**src/rtl/fp_cvt_issue.sv**
```systemverilog
// Issue and writeback stage for the FPU conversion unit: one registered issue
// slot feeding an external converter, a 2-entry response FIFO and sticky fflags.
module fp_cvt_issue #(
   parameter int TAG_W = 5
) (
   input  logic             clk,
   input  logic             rst,
   input  logic             req_valid,
   output logic             req_ready,
   input  logic [63:0]      req_operand,
   input  logic [1:0]       req_in_type,
   input  logic [1:0]       req_out_type,
   input  logic [2:0]       req_rm,
   input  logic [TAG_W-1:0] req_tag,
   input  logic [2:0]       frm,
   input  logic             fflags_clr,
   output logic [63:0]      cvt_operand,
   output logic [1:0]       cvt_in_type,
   output logic [1:0]       cvt_out_type,
   output logic [2:0]       cvt_rm,
   input  logic [31:0]      cvt_result,
   input  logic             cvt_nv,
   input  logic             cvt_of,
   input  logic             cvt_uf,
   input  logic             cvt_nx,
   output logic             rsp_valid,
   input  logic             rsp_ready,
   output logic [31:0]      rsp_result,
   output logic [4:0]       rsp_flags,
   output logic [TAG_W-1:0] rsp_tag,
   output logic             rsp_illegal,
   output logic [4:0]       fflags
);

   typedef struct packed {
      logic [31:0]      result;
      logic [4:0]       flags;
      logic [TAG_W-1:0] tag;
      logic             illegal;
   } entry_t;

   // Valid/ready: a transfer happens on a cycle where valid & ready are both
   // high at the clock edge; valid never waits on ready.
   logic             s1_valid_q, s1_valid_d;
   logic [63:0]      s1_operand_q, s1_operand_d;
   logic [1:0]       s1_in_type_q, s1_in_type_d;
   logic [1:0]       s1_out_type_q, s1_out_type_d;
   logic [2:0]       s1_rm_q, s1_rm_d;
   logic [TAG_W-1:0] s1_tag_q, s1_tag_d;
   logic             s1_illegal_q, s1_illegal_d;

   entry_t           fifo_q [2];
   entry_t           fifo_d [2];
   logic             wr_ptr_q, wr_ptr_d;
   logic             rd_ptr_q, rd_ptr_d;
   logic [1:0]       count_q, count_d;
   logic [4:0]       fflags_q, fflags_d;

   logic             req_fire;
   logic             pop;
   logic             s1_adv;
   logic [2:0]       rm_res;
   logic             rm_illegal;
   entry_t           push_entry;
   entry_t           head;

   assign rm_res     = (req_rm == 3'b111) ? frm : req_rm;
   // FP64 results do not fit the 32-bit result path, so they are rejected too.
   assign rm_illegal = (rm_res == 3'b101) | (rm_res == 3'b110) | (rm_res == 3'b111)
                     | (req_out_type == 2'b01);

   assign rsp_valid = (count_q != 2'd0);
   assign pop       = rsp_valid & rsp_ready;
   assign s1_adv    = s1_valid_q & ((count_q < 2'd2) | pop);
   assign req_ready = ~rst & (~s1_valid_q | s1_adv);
   assign req_fire  = req_valid & req_ready;

   assign push_entry.result  = s1_illegal_q ? 32'h0 : cvt_result;
   assign push_entry.flags   = s1_illegal_q ? 5'b0 : {cvt_nv, 1'b0, cvt_of, cvt_uf, cvt_nx};
   assign push_entry.tag     = s1_tag_q;
   assign push_entry.illegal = s1_illegal_q;

   always_comb begin
      s1_valid_d    = s1_valid_q;
      s1_operand_d  = s1_operand_q;
      s1_in_type_d  = s1_in_type_q;
      s1_out_type_d = s1_out_type_q;
      s1_rm_d       = s1_rm_q;
      s1_tag_d      = s1_tag_q;
      s1_illegal_d  = s1_illegal_q;
      fifo_d[0]     = fifo_q[0];
      fifo_d[1]     = fifo_q[1];

      if (req_fire) begin
         s1_valid_d    = 1'b1;
         s1_operand_d  = req_operand;
         s1_in_type_d  = req_in_type;
         s1_out_type_d = req_out_type;
         s1_rm_d       = rm_res;
         s1_tag_d      = req_tag;
         s1_illegal_d  = rm_illegal;
      end else if (s1_adv) begin
         s1_valid_d = 1'b0;
      end

      if (s1_adv) begin
         fifo_d[wr_ptr_q] = push_entry;
      end
      wr_ptr_d = wr_ptr_q ^ s1_adv;
      rd_ptr_d = rd_ptr_q ^ pop;
      count_d  = count_q + {1'b0, s1_adv} - {1'b0, pop};
      // A clear and a push in the same cycle keep the newly pushed flags.
      fflags_d = (fflags_clr ? 5'b0 : fflags_q) | (s1_adv ? push_entry.flags : 5'b0);
   end

   always_ff @(posedge clk) begin
      if (rst) begin
         s1_valid_q    <= 1'b0;
         s1_operand_q  <= '0;
         s1_in_type_q  <= '0;
         s1_out_type_q <= '0;
         s1_rm_q       <= '0;
         s1_tag_q      <= '0;
         s1_illegal_q  <= 1'b0;
         fifo_q[0]     <= '0;
         fifo_q[1]     <= '0;
         wr_ptr_q      <= 1'b0;
         rd_ptr_q      <= 1'b0;
         count_q       <= 2'd0;
         fflags_q      <= 5'b0;
      end else begin
         s1_valid_q    <= s1_valid_d;
         s1_operand_q  <= s1_operand_d;
         s1_in_type_q  <= s1_in_type_d;
         s1_out_type_q <= s1_out_type_d;
         s1_rm_q       <= s1_rm_d;
         s1_tag_q      <= s1_tag_d;
         s1_illegal_q  <= s1_illegal_d;
         fifo_q[0]     <= fifo_d[0];
         fifo_q[1]     <= fifo_d[1];
         wr_ptr_q      <= wr_ptr_d;
         rd_ptr_q      <= rd_ptr_d;
         count_q       <= count_d;
         fflags_q      <= fflags_d;
      end
   end

   assign cvt_operand  = s1_operand_q;
   assign cvt_in_type  = s1_in_type_q;
   assign cvt_out_type = s1_out_type_q;
   assign cvt_rm       = s1_rm_q;

   assign head        = fifo_q[rd_ptr_q];
   assign rsp_result  = head.result;
   assign rsp_flags   = head.flags;
   assign rsp_tag     = head.tag;
   assign rsp_illegal = head.illegal;
   assign fflags      = fflags_q;

endmodule

```
**config.mk**
```make
export PLATFORM = sky130hd
export DESIGN_NAME = fp_cvt_issue
export DESIGN_NICKNAME = d
export VERILOG_FILES = /design/src/rtl/fp_cvt_issue.sv
export SDC_FILE = /design/constraint.sdc
export NUM_CORES = 1
export LEC_CHECK = 0
export ABC_AREA = 1
export CAP_MARGIN = 20
export CORE_ASPECT_RATIO = 0.8
export CORE_MARGIN = 3
export CORE_UTILIZATION = 40
export CTS_CLUSTER_SIZE = 14
export DETAILED_ROUTE_END_ITERATION = 10
export HOLD_SLACK_MARGIN = 0.08
export PLACE_DENSITY = 0.76
export RECOVER_POWER = 100
export SYNTH_ARGS = -nofsm -noshare
export SYNTH_HDL_FRONTEND = slang
export SYNTH_SLANG_ARGS = --single-unit
```
**constraint.sdc**
```tcl
create_clock -name clk -period 1.95 [get_ports clk]
set_input_delay 0.195 -clock clk [delete_from_list [all_inputs] [get_ports clk]]
set_output_delay 0.195 -clock clk [all_outputs]
set_load 0.05 [all_outputs]
```
# ---- Yosys cells after proc, flatten, opt, wreduce, memory -nomap -nowiden
# Memories as Yosys holds them, arrays and structs flattened. A register that Yosys moved wholly into a read port is not among the register bits.
# Index checks and enable logic that the tools add are counted.
dict set report word_totals {
  reg_bits 87
  mem_bits_rw 86
  input_bits 120
  output_inout_bits 121
  wordCells 59
  mem_count 1
}
dict set report classes {
  addsub 2
  magnitude_cmp 3
  eq_ne 5
  muxes 17
  bitwise 17
  n_reduce_logical 3
}
# memory words word_bits read_ports rd_ports_with_merged_regs wr line_no
set memory_table {}
lappend memory_table {fifo_q 2 43 3 1 2 52} ;# entry_t fifo_q [2];
# operator n
set op_table {}
lappend op_table {{$mux W43} 3}
lappend op_table {{$bwmux W86} 1}
lappend op_table {{$mux W86} 1}
lappend op_table {{$demux W43 S1} 1}
lappend op_table {{$mux W32} 1}
lappend op_table {{$mux W5} 3}
lappend op_table {{$eq A3 B3 Y1 const B} 4}
lappend op_table {{$or A1 B1 Y1} 7}
lappend op_table {{$mux W1} 6}
lappend op_table {{$or A5 B5 Y5} 1}
lappend op_table {{$and A1 B1 Y1} 4}
lappend op_table {{$reduce_bool A2 Y1} 2}
lappend op_table {{$mux W3} 1}
lappend op_table {{$add A2 B1 Y2} 1}
lappend op_table {{$eq A2 B1 Y1 const B} 1}
lappend op_table {{$ge A2 B2 Y1 const B} 1}
lappend op_table {{$lt A2 B1 Y1 const B} 1}
lappend op_table {{$lt A2 B2 Y1 const B} 1}
lappend op_table {{$not A1 Y1} 2}
lappend op_table {{$not A1 Y2} 1}
lappend op_table {{$sub A2 B1 Y2} 1}
lappend op_table {{$xor A1 B1 Y1} 2}
lappend op_table {{$logic_and A1 B1 Y1} 1}

# ---- Longest topological paths before layout
dict set report logic_depth {
  depth_word 8
  ltp_mapped 11
}

# ---- Least setup slack after synthesis
# Ideal clock, no wire load.
dict set report synth_path {
  path_kind {flip-flop to flip-flop}
  start {reg count_q[1]}
  end {mem fifo_q[0][3] (netlist name)}
  setup_time_ps 116
  arrival_ps 2015
  path_slack_ps -181
  path_stages_with_launch 11
  synth_period_minus_slack_ps 2131
  cell_sequence {dfxtp_1 -> inv_1 -> nand2_2 -> nand2_2 -> a21oi_1 -> ha_1 -> clkbuf_1 -> clkbuf_1 -> inv_1 -> nor2_1 -> nor2_1}
}
# item line_no
set synth_rtl {}
lappend synth_rtl {{start: declaration} 56} ;# logic [1:0] count_q, count_d;
lappend synth_rtl {{start signal: assignment} 143} ;# count_q <= count_d;
lappend synth_rtl {{end: declaration} 52}

# ---- Worst setup path after layout
dict set report layout_path {
  start {reg s1_operand_q[47] (netlist: cvt_operand[47])}
  end {out cvt_operand[47]}
}
# item line_no
set layout_rtl {}
lappend layout_rtl {{start: declaration} 45} ;# logic [63:0] s1_operand_q, s1_operand_d;
lappend layout_rtl {{start signal: assignment} 133} ;# s1_operand_q <= s1_operand_d;
lappend layout_rtl {{end: declaration} 17} ;# output logic [63:0] cvt_operand,
# No word-level cell between the ends.

==> results by group <==
Synth
  – Area leader, netlist: dfxtp_1
  – Synth Area per Inst: ~7.5 sq um
  – Top-area cell type share of the netlist area: around 52%
  – Synthesis Warnings: 0
  – Synth top cells by count: 316 x nand2_1, 170 x dfxtp_1, 89 x o21ai_0
  – Distinct cells, synth: 21
  – Main synth FF type: dfxtp_1
  – Ys async rst share: 0%
  – Seq cells post-synth: 170
  – Mapped Area: between 6000 and 7000 sq um
  – Count leader, synth: nand2_1
  – Post-synth EDFFs: 0
  – Post-Synthesis Cells: between 800 and 900
  – Seq/Total Area, Yosys: a little over half
  – Synth top area cells: dfxtp_1 52%, nand2_1 18%, o21ai_0 6.9%, a21oi_1 6.4%, nand3_1 6.2%

Critical path
  – Worst endpoint required time: ~1800 ps
  – Startpoint Class: register
  – CP Class: reg2out
  – Worst path top cell family by delay: buffers and inverters
  – Arrival time of the worst setup path: roughly 1700 ps
  – Crit path cell chain: dlygate4sd3_1
  – CP max stage delay: 910 ps
  – Endpoint class of the critical path: output port
  – Buf/Inv on CP: 1
  – Max FO, Critical Path: 2
  – Slowest cell on the critical path: dlygate4sd3_1

Timing
  – Setup Skew: approximately 9.6 ps
  – Setup tns final: 0 ps
  – Setup violations, final: 0
  – Period utilisation layout: ~95%
  – Slew Viols, Final: 0
  – RSZ-0062 raised after global routing: false
  – Fmax: between 0.5 and 0.6 GHz
  – Hold Vio Cnt, Final: 0
  – Worst slew pin tran: about 570 ps
  – Max-slew headroom: ~62%
  – Final worst path period need: around 1900 ps

Global route
  – Initial antenna violation count: 0
  – Total congestion overflow: 0
  – Met1 usage: roughly a quarter
  – GRT busiest layer: met2
  – Grt met2 use: roughly 33%
  – Pin count of the biggest net entering global routing: between 80 and 90
  – Met3 Usage GRT: under 10%
  – GRT Util Overall: around a fifth
  – First-pass GRT wire length: between 20000 and 30000 um
  – Vias in the first global route: around 5800

CTS
  – CTS clk-pin slew, worst paths: approximately 60 ps
  – CTS H-tree depth: 4
  – CTS tree: done
  – CTS Sinks: 170
  – Clock Latency Late Sink: between 400 and 500 ps
  – Clock root buffer: clkbuf_16
  – Clock Path Buffers: 2
  – Inserted Clock Buffers: 17

Power
  – Pwr dens: ~1100 nW/um^2
  – Clock power frac: approximately 35%
  – Part of the power in registers: just under 40%
  – Net switching power: 0.00336 W
  – Internal Power: ~0.0067 W
  – Cell leakage power: about 4.4 nW
  – Peak VDD IR: 0.647 mV
  – Comb pwr share: a little over a quarter
  – Sw Ratio: between 30% and 40%

Placed design
  – GP Congestion: about 0.75
  – Detailed placement HPWL: roughly 13000 um
  – IO Port Bufs: 238
  – Cell total after placement: 1267

Floorplanning
  – Initial core utilization: a little over two fifths
  – Ports: ~240
  – Die width: around 150 um
  – Die height: roughly 120 um
  – # rows: 40
  – Core area: 15500 sq um
  – Die ar.: about 18000 sq um

Cells and area
  – Number of nets in the layout: 1200
  – Non-filler cells, final: 1299
  – Syn-to-layout area delta: 46.3%
  – Inserted Diodes: 0
  – Layout cell share with drive strength beyond 1: 9.27%

Routing
  – Final wirelength: 18400 um
  – WL/cell: around 14 um
  – Via count: around 6200
  – Final ANT Viol Nets: 0
  – Drc violations: 0
  – Drt first-iter violations: about 350
  – Vias/cell: between 4 and 5
  – Detailed Routing Iterations Pass 1: 4

Status
  – Status: finished, final reports clean

Job
  – Max-cap violation count: 0

Min path
  – Hold Crit Class: in2reg
==> area by class of cell <==
| type | count | area, sq um |
|---|---|---|
| sequential | 170 | 3400 |
| tap | 210 | 263 |
| timing repair buffer | 259 | 2470 |
| clock inverter | 13 | 165 |
| fill | 1354 | 5970 |
| clock buffer | 19 | 443 |
| inverter | 19 | 73.8 |
| multi-input combinational | 609 | 2670 |
==> registers in the layout, summed over array words and instances, names as in the netlist <==
register      flops
s1_tag_q          5
cvt_operand      64
cvt_rm            3
fflags            4
s1_valid_q        1
count_q           2
fifo_q           84
cvt_in_type       2
cvt_out_type      2
wr_ptr_q          1
s1_illegal_q      1
rd_ptr_q          1
==> per-stage QoR <==
stage / power (W) / setup WS, ps / cell area, sq um / hold slack [ps] / utilization, %
finish: 0.0100 / 88.8 / 9490 / 311 / 61.4
global route: 0.0105 / 17.7 / 9490 / 304 / 61.4
CTS: 0.0102 / 93.3 / 9540 / 295 / 61.7
detailed placement: 0.00675 / 27.7 / 8930 / 456 / 57.7
global placement: 0.00673 / 53.7 / 8930 / 451 / 57.7
floorplan: 0.00572 / 0.386 / 6500 / 305 / -
==> per-layer routing <==
| layer | routed length (um) | vias up |
|---|---|---|
| li1 | - | 3230 |
| met1 | 7690 | 2788 |
| met2 | 8650 | 212 |
| met3 | 1890 | 12 |
| met4 | 161 | 0 |
| met5 | 0 | - |
==> power groups by stage <==
stage / Sequential [W] / Combinational, W / Clock (W)
2_1_floorplan: 0.00439 / 0.00134 / 0
3_3_place_gp: 0.00398 / 0.00275 / 0
3_5_place_dp: 0.00399 / 0.00276 / 0
4_1_cts: 0.00392 / 0.00276 / 0.00354
5_1_grt: 0.00395 / 0.00285 / 0.00369
6_report: 0.00391 / 0.00265 / 0.00345
==> timing repair <==
item / in CTS / in global routing
setup buffers: 0 / 0
gates resized for setup: 1 / 3
hold buffers: 0 / 0
endpoints found under the setup margin: 1 / 9
==> cells by family after synthesis <==
| logic type | after synthesis | share of synthesized area, % |
|---|---|---|
| AND/OR/NAND/NOR | 427 | 26.6 |
| AO/OA/AOI/OAI | 175 | 13.5 |
| flip-flops | 170 | 52.4 |
| buffers and inverters | 87 | 6.48 |
| adder cells (fa/ha/maj) | 4 | 0.771 |
| XOR/XNOR | 1 | 0.135 |
| other | 1 | 0.0578 |
==> layout by cell type (no fill, tap or decap), types with 2 or more instances in the layout <==
cell	count
clkbuf_2	8
clkbuf_4	24
buf_6	2
inv_6	4
clkdlybuf4s50_1	125
nand4_1	2
dlygate4sd3_1	69
o21ai_0	92
nand3_1	83
buf_12	6
conb_1	2
bufinv_16	3
clkinv_2	2
ha_1	2
a21oi_1	82
nand2_1	316
clkinv_1	2
buf_2	7
buf_4	15
clkbuf_1	3
dfxtp_1	169
clkbuf_16	17
nor2_1	24
inv_1	15
clkinvlp_4	4
ha_2	2
==> path summary, 6_finish.rpt <==
| path | endpoint | slack [ps] | start | cells after the start |
|---|---|---|---|---|
| worst min register to register | cvt_operand[61] | 460 | cvt_operand[61] | 2 |
| worst max-delay path | cvt_operand[47] | 90 | cvt_operand[47] | 1 |
| worst min-delay path | cvt_operand[43] | 310 | req_operand[43] | 3 |
| worst max register to register | count_q[1] | 240 | count_q[1] | 11 |
Power figures use the tool's default switching activity.
